$ cat src/rtl/product_accumulator_if.sv
// Handshake bundle between the multiplier-side producer, the product
// accumulator and the result consumer.
//
// Signals:
//   start, len           job start request and job length (products per job)
//   in_valid, in_ready   product stream handshake, product carries the word
//   out_valid, out_ready result handshake, acc_out/overflow carry the result
//   busy                 accumulator is in ACCUM or DONE
//
// Modports:
//   master  side that issues jobs, supplies products and accepts results
//   slave   the accumulator itself
interface product_accumulator_if #(
    parameter int PROD_W = 64,
    parameter int ACC_W  = 64,
    parameter int CNT_W  = 16
);
    logic              start;
    logic [CNT_W-1:0]  len;
    logic              in_valid;
    logic              in_ready;
    logic [PROD_W-1:0] product;
    logic              out_valid;
    logic              out_ready;
    logic [ACC_W-1:0]  acc_out;
    logic              overflow;
    logic              busy;

    modport master (
        output start, len, in_valid, product, out_ready,
        input  in_ready, out_valid, acc_out, overflow, busy
    );

    modport slave (
        input  start, len, in_valid, product, out_ready,
        output in_ready, out_valid, acc_out, overflow, busy
    );
endinterface

$ cat src/rtl/product_accumulator.sv
// Saturating signed multiply-accumulate back end. Sums a job of `len`
// signed products arriving over a valid/ready stream and presents the
// total plus a sticky overflow flag over a valid/ready result handshake.
//
// Ports:
//   clk   single clock, all state changes on the rising edge
//   rst   synchronous active-high reset, overrides everything
//   bus   product_accumulator_if.slave:
//           start/len            job request, sampled in IDLE only
//           in_valid/in_ready    product transfer handshake
//           product              signed PROD_W-bit product
//           out_valid/out_ready  result handshake
//           acc_out              signed ACC_W-bit accumulator value
//           overflow             sticky saturation flag for the job
//           busy                 high in ACCUM or DONE
module product_accumulator #(
    parameter int PROD_W = 64,
    parameter int ACC_W  = 64,
    parameter int CNT_W  = 16
) (
    input logic                  clk,
    input logic                  rst,
    product_accumulator_if.slave bus
);
    typedef enum logic [1:0] {
        IDLE,
        ACCUM,
        DONE
    } state_t;

    localparam logic [ACC_W-1:0] ACC_MAX = {1'b0, {(ACC_W-1){1'b1}}};
    localparam logic [ACC_W-1:0] ACC_MIN = {1'b1, {(ACC_W-1){1'b0}}};

    state_t           state;
    state_t           state_next;
    logic [ACC_W-1:0] acc;
    logic [ACC_W-1:0] acc_next;
    logic [CNT_W-1:0] remaining;
    logic [CNT_W-1:0] remaining_next;
    logic             overflow;
    logic             overflow_next;

    // One guard bit above the accumulator: the two top bits disagree
    // exactly when the true sum falls outside the ACC_W signed range.
    logic [ACC_W:0]   sum_wide;
    logic             sat_pos;
    logic             sat_neg;
    logic [ACC_W-1:0] sum_sat;

    assign sum_wide = {acc[ACC_W-1], acc}
                    + {{(ACC_W+1-PROD_W){bus.product[PROD_W-1]}}, bus.product};
    assign sat_pos  = ~sum_wide[ACC_W] &  sum_wide[ACC_W-1];
    assign sat_neg  =  sum_wide[ACC_W] & ~sum_wide[ACC_W-1];

    always_comb begin
        sum_sat = sum_wide[ACC_W-1:0];
        if (sat_pos) begin
            sum_sat = ACC_MAX;
        end else if (sat_neg) begin
            sum_sat = ACC_MIN;
        end
    end

    always_ff @(posedge clk) begin
        if (rst) begin
            state     <= IDLE;
            acc       <= '0;
            remaining <= '0;
            overflow  <= 1'b0;
        end else begin
            state     <= state_next;
            acc       <= acc_next;
            remaining <= remaining_next;
            overflow  <= overflow_next;
        end
    end

    always_comb begin
        state_next     = state;
        acc_next       = acc;
        remaining_next = remaining;
        overflow_next  = overflow;
        case (state)
            IDLE: begin
                if (bus.start) begin
                    acc_next      = '0;
                    overflow_next = 1'b0;
                    if (bus.len != '0) begin
                        remaining_next = bus.len;
                        state_next     = ACCUM;
                    end else begin
                        state_next = DONE;
                    end
                end
            end
            ACCUM: begin
                if (bus.in_valid) begin
                    acc_next       = sum_sat;
                    overflow_next  = overflow | sat_pos | sat_neg;
                    remaining_next = remaining - CNT_W'(1);
                    if (remaining == CNT_W'(1)) begin
                        state_next = DONE;
                    end
                end
            end
            DONE: begin
                if (bus.out_ready) begin
                    state_next = IDLE;
                end
            end
            default: begin
                state_next = IDLE;
            end
        endcase
    end

    // Handshake outputs depend on state only.
    assign bus.in_ready  = (state == ACCUM);
    assign bus.out_valid = (state == DONE);
    assign bus.busy      = (state != IDLE);
    assign bus.acc_out   = acc;
    assign bus.overflow  = overflow;
endmodule

$ cat src/flat_wrapper.sv
// flat-port wrapper written by rule: the top's interface ports become plain ports
module product_accumulator_flat 
#(
    parameter int PROD_W = 64,
    parameter int ACC_W  = 64,
    parameter int CNT_W  = 16
)
  (clk, rst, bus_start, bus_len, bus_in_valid, bus_product, bus_out_ready, bus_in_ready, bus_out_valid, bus_acc_out, bus_overflow, bus_busy);
  product_accumulator_if #(.PROD_W(PROD_W), .ACC_W(ACC_W), .CNT_W(CNT_W)) bus_i ();
  input logic clk;
  input logic rst;
  input wire logic [$bits(bus_i.start)-1:0] bus_start;
  input wire logic [$bits(bus_i.len)-1:0] bus_len;
  input wire logic [$bits(bus_i.in_valid)-1:0] bus_in_valid;
  input wire logic [$bits(bus_i.product)-1:0] bus_product;
  input wire logic [$bits(bus_i.out_ready)-1:0] bus_out_ready;
  output wire logic [$bits(bus_i.in_ready)-1:0] bus_in_ready;
  output wire logic [$bits(bus_i.out_valid)-1:0] bus_out_valid;
  output wire logic [$bits(bus_i.acc_out)-1:0] bus_acc_out;
  output wire logic [$bits(bus_i.overflow)-1:0] bus_overflow;
  output wire logic [$bits(bus_i.busy)-1:0] bus_busy;
  assign bus_i.start = bus_start;
  assign bus_i.len = bus_len;
  assign bus_i.in_valid = bus_in_valid;
  assign bus_i.product = bus_product;
  assign bus_i.out_ready = bus_out_ready;
  assign bus_in_ready = bus_i.in_ready;
  assign bus_out_valid = bus_i.out_valid;
  assign bus_acc_out = bus_i.acc_out;
  assign bus_overflow = bus_i.overflow;
  assign bus_busy = bus_i.busy;
  product_accumulator #(.PROD_W(PROD_W), .ACC_W(ACC_W), .CNT_W(CNT_W)) u_core (.clk(clk), .rst(rst), .bus(bus_i));
endmodule
$ cat config.mk
export PLATFORM = sky130hd
export DESIGN_NAME = product_accumulator_flat
export DESIGN_NICKNAME = d
export VERILOG_FILES = /design/src/rtl/product_accumulator_if.sv /design/src/rtl/product_accumulator.sv /design/src/flat_wrapper.sv
export SDC_FILE = /design/constraint.sdc
export NUM_CORES = 1
export LEC_CHECK = 0
export CORE_MARGIN = 8
export CORE_UTILIZATION = 60
export CTS_BUF_LIST = sky130_fd_sc_hd__clkbuf_8
export DETAILED_ROUTE_END_ITERATION = 10
export DONT_BUFFER_PORTS = 1
export PLACE_DENSITY = 0.76
export SLEW_MARGIN = 10
export SYNTH_ARGS = -nofsm -noshare
export SYNTH_HDL_FRONTEND = slang
export SYNTH_SLANG_ARGS = --single-unit
$ cat constraint.sdc
create_clock -name clk -period 7.1 [get_ports clk]
set_input_delay 2.13 -clock clk [delete_from_list [all_inputs] [get_ports clk]]
set_output_delay 2.13 -clock clk [all_outputs]
set_load 0.005 [all_outputs]
==> impl_metrics.csv, run 1 <==
group,metric,value,unit
outcome,outcome,"finished, final reports clean",
placed_design,pre_cts_ws,1.22,ns
critical_path,worst_r2r_endpoint,"u_core.bus.acc_out[15]",
synthesis,netlist_top_cells_area,"sky130_fd_sc_hd__dfxtp_1 22%, sky130_fd_sc_hd__ha_1 11%, sky130_fd_sc_hd__a21oi_1 10%",
floorplanning,die_area,0.0162,mm^2
hold_path,worstHoldPathCells,2,
synthesis,synthesis.instances,1004,
global_routing,globalRoute.totalOverflow,0,
critical_path,crit_cells,14,
final_layout,seq_area,0.00166,mm^2
critical_path,worst_flop_to_flop_path_startpoint,"u_core.bus.acc_out[0]",
synthesis,synth_xor_xnor_area_share,0.0672,
global_routing,grt_pass1_wl,34400,um
synthesis,synth-main-ff-cell,"sky130_fd_sc_hd__dfxtp_1",
cts,cells_resized_by_post_cts_repair,0,
sta,fin_setup_tns,0,ns
synthesis,yosysUniqueCellTypes,63,
cts,post_cts.repair.setup_buffers,0,
final_layout,area_grow_syn2layout,2.54,%
route,number_of_violations_reported_at_the_end_of_detailed_routing_iteration_0,629,
critical_path,cp_num_buf_inv,2,
placed_design,placement.cell_area,0.00740,mm^2
sta,report.final.hold_viol_count,0,
synthesis,synthesis.area,0.00743,mm^2
cts,cts_tree,"yes",
final_layout,multi_input_comb_area,0.00539,mm^2
final_layout,finish.instance_area,0.00762,mm^2
flow_run,max_cap_violations,0,
critical_path,critical_path.max_stage_delay,0.59,ns
placed_design,final_weighted_congestion_in_routability_driven_placement,0.921,
floorplanning,vertical_extent_of_the_die,127,um
final_layout,finalNetCount,1111,
cts,cts_inserted_buffers,9,
synthesis,asyncSetResetFlopFracSynth,0,
pwr,p_leak,3.07,nW
placed_design,port_buffers,0,
critical_path,worst-r2r-cell-count,14,
sta,final_max_slew_viol_count,0,
hold_path,hp-class,"reg2reg",
cts,holdBufCountCts,0,
floorplanning,floorplan.rows,40,
cts,clk_pin_slew_worst_paths,0.09,ns
synthesis,synth.yosys.seq_area_share,0.224,
sta,clock-skew-final,0.00835,ns
synthesis,library_cell_with_the_largest_summed_area_after_synthesis,"sky130_fd_sc_hd__dfxtp_1",
critical_path,critical_path_class,"in2reg",
route,detail_route.wl_per_cell,18.6,um
global_routing,grt_pass1_vias,6769,
floorplanning,placeable_core_region,0.0121,mm^2
critical_path,critical_path.startpoint_type,"input pin",
synthesis,syn_nets,1156,
pwr,cellPowerDensity,174,mW/mm^2
floorplanning,floorplan.initialDensity,0.616,
cts,clkLatencyLatePin,0.38,ns
final_layout,n_fill_cell,1126,
sta,final_critical_path_setup_slack,1.58,ns
sta,setup_viol,0,
critical_path,origin_of_the_worst_setup_path,"bus_product[0]",
global_routing,groute.usage.overall,0.254,
sta,setup_repair_after_global_routing_missed_its_margin,"false",
cts,cts.sinks,83,
critical_path,worstPathCellList,"ha_1 -> inv_1 -> fa_1 -> nand2b_1 -> a21oi_1 -> o2111ai_1 -> o21a_1 -> o21a_1 -> nor3_1 -> o21ai_0 -> and4_1 -> o21ai_4 -> buf_4 -> a21oi_1",
route,drt_pre_antenna_iters,5,
synthesis,synth_enable_flop_cells,0,
synthesis,post-synth-top-area-fraction,0.224,
pwr,vdd_ir_drop_max,0.130,mV
sta,worst_pin_slew,0.825,ns
synthesis,yosysWarnings,0,
critical_path,timing.critical_path.to_type,"flop",
sta,finalCritPeriodShare,0.778,
pwr,report.power.total,1.33,mW
floorplanning,design.portCount,153,
final_layout,drive_above_1_share,0.0394,
route,postRouteWirelength,21000,um
cts,cts_max_level,3,
synthesis,synth-adder-area-share,0.114,
cts,cts.root.buffer_cell,"sky130_fd_sc_hd__clkbuf_8",
critical_path,cp.arrival,5.78,ns
synthesis,synth_mux_area_frac,0.00135,
route,drt_drc_violations_left,0,
sta,finalWorstPathRequiredPeriod,5.52,ns
hold_path,min-delay-start,"u_core.remaining[14]",
synthesis,syn_area_per_cell,7.40,um^2
global_routing,grt_start_max_net_pins,85,
critical_path,slowest_stage_cell_on_the_critical_path,"sky130_fd_sc_hd__o21ai_4",
floorplanning,die_width,127,um
hold_path,end_point_of_the_worst_hold_path,"u_core.remaining[14]",
synthesis,synth-simple-area-share,0.198,
synthesis,ys_ff_latch,83,
global_routing,grt_antenna_before_repair,0,
critical_path,rrSetupSlack,2.88,ns
synthesis,synth_compound_gate_area_share,0.344,
route,vias,7412,
critical_path,crit_path_max_fanout,26,
cts,clock_path_buffers,2,
synthesis,dominant_combinational_cell_family_by_area_after_synthesis,"compound AO/OA/AOI/OAI gates",
route,antenna_violating_nets_post_route,0,
sta,maxClockFrequency,181,MHz
critical_path,critPathRequiredTime,7.36,ns
final_layout,final_core_utilization,0.632,
critical_path,critPathTopFamily,"compound AO/OA/AOI/OAI gates",
final_layout,num_antenna_cells,0,
sta,timing.slew.headroom,0.436,
route,drt-vias-per-instance,6.55,
placed_design,hpwl,16000,um
==> layout make-up <==
cell class / instances / share of cell area
tap: 168 / 0.0276
timing repair buffer: 5 / 0.00657
multi-input combinational: 836 / 0.708
inverter: 24 / 0.0118
sequential: 83 / 0.218
clock inverter: 7 / 0.0121
clock buffer: 9 / 0.0163
==> sequential cells by signal, summed over array words and instances (netlist names) <==
register             cells
u_core.state             2
u_core.bus.overflow      1
u_core.bus.acc_out      64
u_core.remaining        16
==> cells in the mapped netlist (3+ instances only) <==
library cell,instances
sky130_fd_sc_hd__or3_1,3
sky130_fd_sc_hd__nor4_1,8
sky130_fd_sc_hd__inv_1,24
sky130_fd_sc_hd__nor2b_1,12
sky130_fd_sc_hd__o21a_1,7
sky130_fd_sc_hd__nand3_1,19
sky130_fd_sc_hd__a221oi_1,5
sky130_fd_sc_hd__nand2b_1,10
sky130_fd_sc_hd__a211oi_1,14
sky130_fd_sc_hd__o21ai_0,71
sky130_fd_sc_hd__and2_1,10
sky130_fd_sc_hd__a21o_1,27
sky130_fd_sc_hd__o22ai_1,5
sky130_fd_sc_hd__a21oi_2,3
sky130_fd_sc_hd__and3_1,10
sky130_fd_sc_hd__xor2_1,22
sky130_fd_sc_hd__nor2_1,65
sky130_fd_sc_hd__clkbuf_1,48
sky130_fd_sc_hd__o211ai_1,3
sky130_fd_sc_hd__a21boi_0,7
sky130_fd_sc_hd__ha_1,66
sky130_fd_sc_hd__buf_2,5
sky130_fd_sc_hd__o21ai_1,4
sky130_fd_sc_hd__a22oi_1,56
sky130_fd_sc_hd__nand2_1,94
sky130_fd_sc_hd__or2_2,6
sky130_fd_sc_hd__a31oi_1,16
sky130_fd_sc_hd__nor3_1,23
sky130_fd_sc_hd__o21bai_1,13
sky130_fd_sc_hd__dfxtp_1,83
sky130_fd_sc_hd__and4_1,6
sky130_fd_sc_hd__xnor2_1,35
sky130_fd_sc_hd__a21oi_1,154
sky130_fd_sc_hd__buf_6,8
sky130_fd_sc_hd__nand4_1,24
==> worst max path at each step <==
stage | slack, ns | end
global placement | 1.39 | u_core.bus.acc_out[14]
CTS | 1.60 | u_core.bus.acc_out[34]
finish | 1.58 | u_core.bus.acc_out[15]
detailed placement | 1.22 | u_core.bus.acc_out[15]
floorplan | 2.03 | u_core.bus.acc_out[10]
global route | 1.32 | u_core.bus.acc_out[32]
==> through the flow <==
step,hold slack [ns],instances
after CTS,0.475,1132
after floorplan,0.449,1004
after detailed placement,0.462,1116
after global routing,0.508,1132
after global placement,0.456,1116
final,0.475,1132
==> cell families (layout without fill, tap and decap cells) <==
logic type,Yosys count,after routing
AO/OA/AOI/OAI,411,411
AND/OR/NAND/NOR,300,300
buffers and inverters,85,45
flip-flops,83,83
adder cells (fa/ha/maj),67,67
XOR/XNOR,57,57
multiplexers,1,1
==> per-layer routing <==
| layer | global-route usage | share of wire |
|---|---|---|
| met5 | 0 | 0 |
| met4 | 0.0896 | 0.023 |
| met1 | 0.334 | 0.45 |
| met2 | 0.395 | 0.44 |
| met3 | 0.0649 | 0.087 |
==> layout by cell type (no fill, tap or decap), types with 7 or more instances in the layout <==
cell / synthesis / routed
sky130_fd_sc_hd__a21oi_1: 154 / 154
sky130_fd_sc_hd__nand2_1: 94 / 94
sky130_fd_sc_hd__dfxtp_1: 83 / 83
sky130_fd_sc_hd__o21ai_0: 71 / 71
sky130_fd_sc_hd__ha_1: 66 / 66
sky130_fd_sc_hd__nor2_1: 65 / 65
sky130_fd_sc_hd__a22oi_1: 56 / 56
sky130_fd_sc_hd__xnor2_1: 35 / 35
sky130_fd_sc_hd__a21o_1: 27 / 27
sky130_fd_sc_hd__inv_1: 24 / 25
sky130_fd_sc_hd__nand4_1: 24 / 24
sky130_fd_sc_hd__nor3_1: 23 / 23
sky130_fd_sc_hd__xor2_1: 22 / 22
sky130_fd_sc_hd__nand3_1: 19 / 19
sky130_fd_sc_hd__a31oi_1: 16 / 16
sky130_fd_sc_hd__a211oi_1: 14 / 14
sky130_fd_sc_hd__o21bai_1: 13 / 13
sky130_fd_sc_hd__nor2b_1: 12 / 12
sky130_fd_sc_hd__nand2b_1: 10 / 10
sky130_fd_sc_hd__and3_1: 10 / 10
sky130_fd_sc_hd__and2_1: 10 / 10
sky130_fd_sc_hd__clkbuf_8: 0 / 9
sky130_fd_sc_hd__nor4_1: 8 / 8
sky130_fd_sc_hd__o21a_1: 7 / 7
sky130_fd_sc_hd__a21boi_0: 7 / 7
==> worst reg2reg max path: cells and delay by family (launching register included) <==
family	cells	cell delay [ns]
AO/OA/AOI/OAI	7	1.85
adder cells (fa/ha/maj)	2	0.58
buffers and inverters	2	0.44
flip-flops	1	0.40
AND/OR/NAND/NOR	3	0.82
==> report_power, final <==
group,switching (mW),internal [mW],total [mW]
clock network,0.194,0.198,0.392
registers,0.0332,0.495,0.529
logic,0.252,0.158,0.410
total,0.479,0.851,1.33
No activity file was read; power rests on OpenSTA's default activity.
==> run 2: changes to the inputs <==
==> constraint.sdc (replaced) <==
create_clock -name clk -period 5.6 [get_ports clk]
set_input_delay 1.68 -clock clk [delete_from_list [all_inputs] [get_ports clk]]
set_output_delay 1.68 -clock clk [all_outputs]
set_load 0.005 [all_outputs]
==> impl_metrics.csv, run 2 (synthesis gave the netlist of run 1 again) <==
group,metric,value,unit
outcome,outcome,"finished, final reports clean",
sta,final_max_slew_viol_count,0,
pwr,cellPowerDensity,225,mW/mm^2
critical_path,timing.critical_path.to_type,"flop",
sta,timing.slew.headroom,0.419,
floorplanning,placeable_core_region,0.0121,mm^2
route,drt_drc_violations_left,0,
final_layout,finalNetCount,1118,
critical_path,critical_path_class,"in2reg",
route,vias,7396,
sta,setup_viol,0,
cts,cts_tree,"yes",
cts,holdBufCountCts,0,
critical_path,slowest_stage_cell_on_the_critical_path,"sky130_fd_sc_hd__fa_1",
critical_path,worstPathCellList,"ha_1 -> inv_1 -> fa_1 -> nand2b_1 -> a21oi_1 -> o2111ai_1 -> o21a_1 -> o21a_1 -> nor3_1 -> o21ai_0 -> and4_1 -> o21ai_4 -> buf_4 -> a31oi_1",
flow_run,max_cap_violations,0,
sta,final_critical_path_setup_slack,0.869,ns
critical_path,crit_path_max_fanout,15,
floorplanning,die_width,127,um
pwr,vdd_ir_drop_max,0.182,mV
final_layout,finish.instance_area,0.00769,mm^2
final_layout,finish.cell_count_without_fillers,1138,
route,number_of_violations_reported_at_the_end_of_detailed_routing_iteration_0,592,
sta,setup_repair_after_global_routing_missed_its_margin,"false",
cts,cts.root.buffer_cell,"sky130_fd_sc_hd__clkbuf_8",
critical_path,critical_path.max_stage_delay,0.38,ns
cts,cts.sinks,83,
placed_design,numPlacedInstances,1123,
critical_path,cp.arrival,5.01,ns
global_routing,groute.usage.overall,0.257,
route,drt-vias-per-instance,6.50,
final_layout,layout.cells.most_common_list,"154 x sky130_fd_sc_hd__a21oi_1, 94 x sky130_fd_sc_hd__nand2_1, 83 x sky130_fd_sc_hd__dfxtp_1",
route,drt_pre_antenna_iters,5,
sta,report.final.hold_viol_count,0,
global_routing,grt_start_max_net_pins,85,
sta,fin_setup_tns,0,ns
cts,cells_resized_by_post_cts_repair,0,
hold_path,hp-class,"reg2reg",
critical_path,critPathRequiredTime,5.87,ns
global_routing,grt_antenna_before_repair,0,
cts,clkLatencyLatePin,0.39,ns
floorplanning,vertical_extent_of_the_die,127,um
global_routing,grt_pass1_vias,6791,
sta,timing.hold.ws,0.475,ns
final_layout,drive_above_1_share,0.0464,
placed_design,port_buffers,0,
floorplanning,design.portCount,153,
final_layout,largest_reg_flops,64,
cts,cts_max_level,3,
placed_design,placement.cell_area,0.00746,mm^2
critical_path,critical-path-top-cell-by-count,"sky130_fd_sc_hd__o21a_1",
global_routing,globalRoute.totalOverflow,0,
sta,worst_pin_slew,0.849,ns
pwr,p_leak,3.11,nW
placed_design,final_weighted_congestion_in_routability_driven_placement,0.942,
route,antenna_violating_nets_post_route,0,
cts,cts_inserted_buffers,9,
floorplanning,floorplan.rows,40,
cts,clock_path_buffers,2,
final_layout,num_antenna_cells,0,
final_layout,layout.cells.most_common,"sky130_fd_sc_hd__a21oi_1",
final_layout,area_grow_syn2layout,3.54,%
route,detail_route.wl_per_cell,18.6,um
floorplanning,floorplan.initialDensity,0.616,
sta,finalWorstPathRequiredPeriod,4.73,ns
cts,clk_pin_slew_worst_paths,0.09,ns
critical_path,cp_num_buf_inv,2,
critical_path,critical_path.startpoint_type,"input pin",
global_routing,grt_pass1_wl,34400,um
critical_path,critPathTopFamily,"compound AO/OA/AOI/OAI gates",
sta,clock-skew-final,0.0129,ns
route,postRouteWirelength,21200,um
final_layout,n_fill_cell,1127,
cts,post_cts.repair.setup_buffers,0,
floorplanning,die_area,0.0162,mm^2
placed_design,hpwl,16200,um
placed_design,pre_cts_ws,0.505,ns
sta,maxClockFrequency,211,MHz
sta,finalCritPeriodShare,0.845,
## run 2: per-layer routing
metal / global-route usage / up-vias / wire length (um)
li1: - / 3670 / -
met1: 0.331 / 3402 / 9290
met2: 0.399 / 290 / 9440
met3: 0.0732 / 34 / 1930
met4: 0.0931 / 0 / 490
met5: 0 / - / 0
## run 2: path summary, 6_finish.rpt
path                         start                    end  slack, ns  cells past startpoint
min reg2reg   u_core.remaining[14]   u_core.remaining[14]       0.48                      2
min           u_core.remaining[14]   u_core.remaining[14]       0.48                      2
max                 bus_product[0]  u_core.bus.acc_out[1]       0.87                     14
max reg2reg  u_core.bus.acc_out[0]  u_core.bus.acc_out[1]       1.72                     14
## run 2: layout make-up
type,count,area (um^2),area share
clock buffers,9,124,0.0161
clock inverters,6,114,0.0148
inverters,24,90.1,0.0117
multi-input cells,836,5390,0.701
flip-flops and latches,83,1660,0.216
well taps,168,210,0.0273
repair buffers,12,103,0.0133
## run 2: where the power goes
part           internal (mW)  leakage, nW  switching, mW
registers              0.628        0.676         0.0422
clock network          0.295        0.112          0.247
logic                  0.202         2.32          0.321
total                   1.13         3.11          0.610
## run 2: tightest hold or removal path: stages (launching register included)
cell                      delay, ns
sky130_fd_sc_hd__dfxtp_1       0.32
sky130_fd_sc_hd__o21ai_0       0.06
sky130_fd_sc_hd__a21oi_1       0.06
## run 2: stage by stage
stage / utilization / power (mW)
detailed placement: 0.618 / 1.20
global placement: 0.618 / 1.19
CTS: 0.638 / 1.74
global route: 0.638 / 1.83
finish: 0.638 / 1.73
floorplan: - / 1.10
==> run 3: changes to the inputs <==
--- a/config.mk
+++ b/config.mk
@@ -10,7 +10,7 @@
 export CTS_BUF_LIST = sky130_fd_sc_hd__clkbuf_8
 export DETAILED_ROUTE_END_ITERATION = 10
 export DONT_BUFFER_PORTS = 1
-export PLACE_DENSITY = 0.76
+export PLACE_DENSITY = 0.79
 export SLEW_MARGIN = 10
 export SYNTH_ARGS = -nofsm -noshare
 export SYNTH_HDL_FRONTEND = slang
==> constraint.sdc (replaced) <==
create_clock -name clk -period 4.02 [get_ports clk]
set_input_delay 1.206 -clock clk [delete_from_list [all_inputs] [get_ports clk]]
set_output_delay 1.206 -clock clk [all_outputs]
set_load 0.005 [all_outputs]
==> impl_metrics.csv, run 3 (synthesis gave the netlist of run 1 again) <==
group,metric,value,unit
cts,clk_pin_slew_worst_paths,0.09,ns
global_routing,grt_start_max_net_pins,85,
cts,clkLatencyLatePin,0.39,ns
final_layout,area_grow_syn2layout,16.2,%
final_layout,layout.cells.most_common,"sky130_fd_sc_hd__a21oi_1",
placed_design,placement.cell_area,0.00838,mm^2
route,detail_route.wl_per_cell,18.2,um
route,postRouteWirelength,22900,um
critical_path,worst_r2r_endpoint,"u_core.bus.acc_out[59]",
final_layout,layout.cells.most_common_list,"153 x sky130_fd_sc_hd__a21oi_1, 131 x sky130_fd_sc_hd__buf_4, 94 x sky130_fd_sc_hd__nand2_1",
pwr,vdd_ir_drop_max,0.212,mV
final_layout,final_core_utilization,0.716,
critical_path,critPathRequiredTime,4.34,ns
sta,worst_pin_slew,0.788,ns
cts,cts_max_level,3,
final_layout,finalNetCount,1242,
critical_path,critical_path.max_stage_delay,0.60,ns
final_layout,drive_above_1_share,0.160,
placed_design,port_buffers,0,
global_routing,globalRoute.totalOverflow,0,
pwr,cellPowerDensity,277,mW/mm^2
critical_path,origin_of_the_worst_setup_path,"bus_product[32]",
route,drt-vias-per-instance,6.39,
final_layout,largest_reg_flops,64,
cts,cts.sinks,83,
route,number_of_violations_reported_at_the_end_of_detailed_routing_iteration_0,847,
final_layout,finish.instance_area,0.00864,mm^2
sta,clock-skew-final,0.0187,ns
final_layout,n_fill_cell,1007,
global_routing,grt_pass1_wl,36900,um
floorplanning,die_width,127,um
floorplanning,design.portCount,153,
hold_path,worstHoldPathCells,2,
critical_path,cp.arrival,4.21,ns
hold_path,hp-class,"reg2reg",
critical_path,rrSetupSlack,0.48,ns
floorplanning,floorplan.initialDensity,0.616,
floorplanning,die_area,0.0162,mm^2
critical_path,slowest_stage_cell_on_the_critical_path,"sky130_fd_sc_hd__or4b_4",
critical_path,timing.critical_path.to_type,"flop",
hold_path,min-delay-start,"u_core.remaining[14]",
hold_path,end_point_of_the_worst_hold_path,"u_core.remaining[14]",
final_layout,num_antenna_cells,0,
route,drt_drc_violations_left,0,
sta,timing.slew.headroom,0.475,
outcome,outcome,"finished, final reports clean",
floorplanning,vertical_extent_of_the_die,127,um
critical_path,crit_path_max_fanout,19,
cts,holdBufCountCts,0,
global_routing,groute.usage.overall,0.273,
sta,finalCritPeriodShare,0.969,
global_routing,grt_pass1_vias,7549,
route,vias,8071,
sta,maxClockFrequency,257,MHz
critical_path,critical_path_class,"in2reg",
cts,cts_inserted_buffers,9,
flow_run,max_cap_violations,0,
global_routing,grt_antenna_before_repair,0,
sta,report.final.hold_viol_count,0,
floorplanning,floorplan.rows,40,
critical_path,worst-r2r-cell-count,16,
floorplanning,placeable_core_region,0.0121,mm^2
sta,final_max_slew_viol_count,0,
pwr,p_leak,3.70,nW
cts,cts_tree,"yes",
sta,finalWorstPathRequiredPeriod,3.89,ns
route,drt_pre_antenna_iters,6,
sta,setup_viol,0,
route,antenna_violating_nets_post_route,0,
critical_path,critical_path.startpoint_type,"input pin",
placed_design,hpwl,17300,um
placed_design,final_weighted_congestion_in_routability_driven_placement,0.957,
critical_path,worstPathCellList,"ha_1 -> a21oi_1 -> nor2_1 -> a211oi_1 -> buf_4 -> nor2_1 -> o21ai_0 -> a21oi_1 -> or4b_4 -> nand4_1 -> nor3b_4 -> buf_4 -> buf_6 -> nand2b_1 -> o22ai_1",
critical_path,worst_flop_to_flop_path_startpoint,"u_core.bus.acc_out[0]",
cts,cts.root.buffer_cell,"sky130_fd_sc_hd__clkbuf_8",
cts,clock_path_buffers,2,
## run 3: how the worst max path moves through the flow
stage,to,slack [ns],cells after the start
final,u_core.bus.acc_out[59],0.13,15
after global routing,u_core.bus.acc_out[58],-0.01,16
after CTS,u_core.bus.acc_out[59],0.10,15
after detailed placement,u_core.bus.acc_out[59],-0.29,15
after global placement,u_core.bus.acc_out[55],-0.26,14
after floorplan,u_core.bus.acc_out[10],0.005,15
## run 3: power by group
group	switching, mW	total, mW	internal (mW)
Combinational	0.486	0.872	0.386
Sequential	0.0596	0.935	0.875
Clock	0.358	0.587	0.229
## run 3: final cells by class
class | instances | area (um^2) | share of cell area
clock buffer | 9 | 124 | 0.0143
inverter | 24 | 90.1 | 0.0104
sequential | 83 | 1660 | 0.192
tap | 168 | 210 | 0.0243
timing repair buffer | 136 | 1070 | 0.124
clock inverter | 7 | 52.6 | 0.00608
multi-input combinational | 836 | 5430 | 0.629
## run 3: layer usage
metal | part of all wire | track usage | up-vias | wire length (um)
met2 | 0.46 | 0.440 | 346 | 10600
met5 | 0 | 0 | - | 0
li1 | - | - | 3906 | -
met3 | 0.089 | 0.0736 | 46 | 2050
met4 | 0.019 | 0.0994 | 0 | 430
met1 | 0.43 | 0.341 | 3773 | 9880
## run 3: per-stage QoR
stage	std cells	total power [mW]	TNS, ns	hold slack (ns)	setup WS (ns)
2_1_floorplan	1004	1.54	0	0.449	0.00473
5_1_grt	1263	2.54	-0.0289	0.507	-0.0132
6_report	1263	2.39	0	0.485	0.126
3_5_place_dp	1244	1.79	-14.08	0.472	-0.295
3_3_place_gp	1244	1.77	-12.45	0.455	-0.255
4_1_cts	1260	2.38	0	0.485	0.103
## run 3: worst max-delay path: cells and delay by family
| family | cells | cell delay [ns] |
|---|---|---|
| adder cells (fa/ha/maj) | 1 | 0.32 |
| AND/OR/NAND/NOR | 6 | 1.14 |
| buffers and inverters | 3 | 0.51 |
| AO/OA/AOI/OAI | 5 | 1.03 |
## run 3: repair_timing
action	in CTS	in global routing
setup endpoints to repair	0	63
buffers inserted	0	2
gates resized for setup	0	10
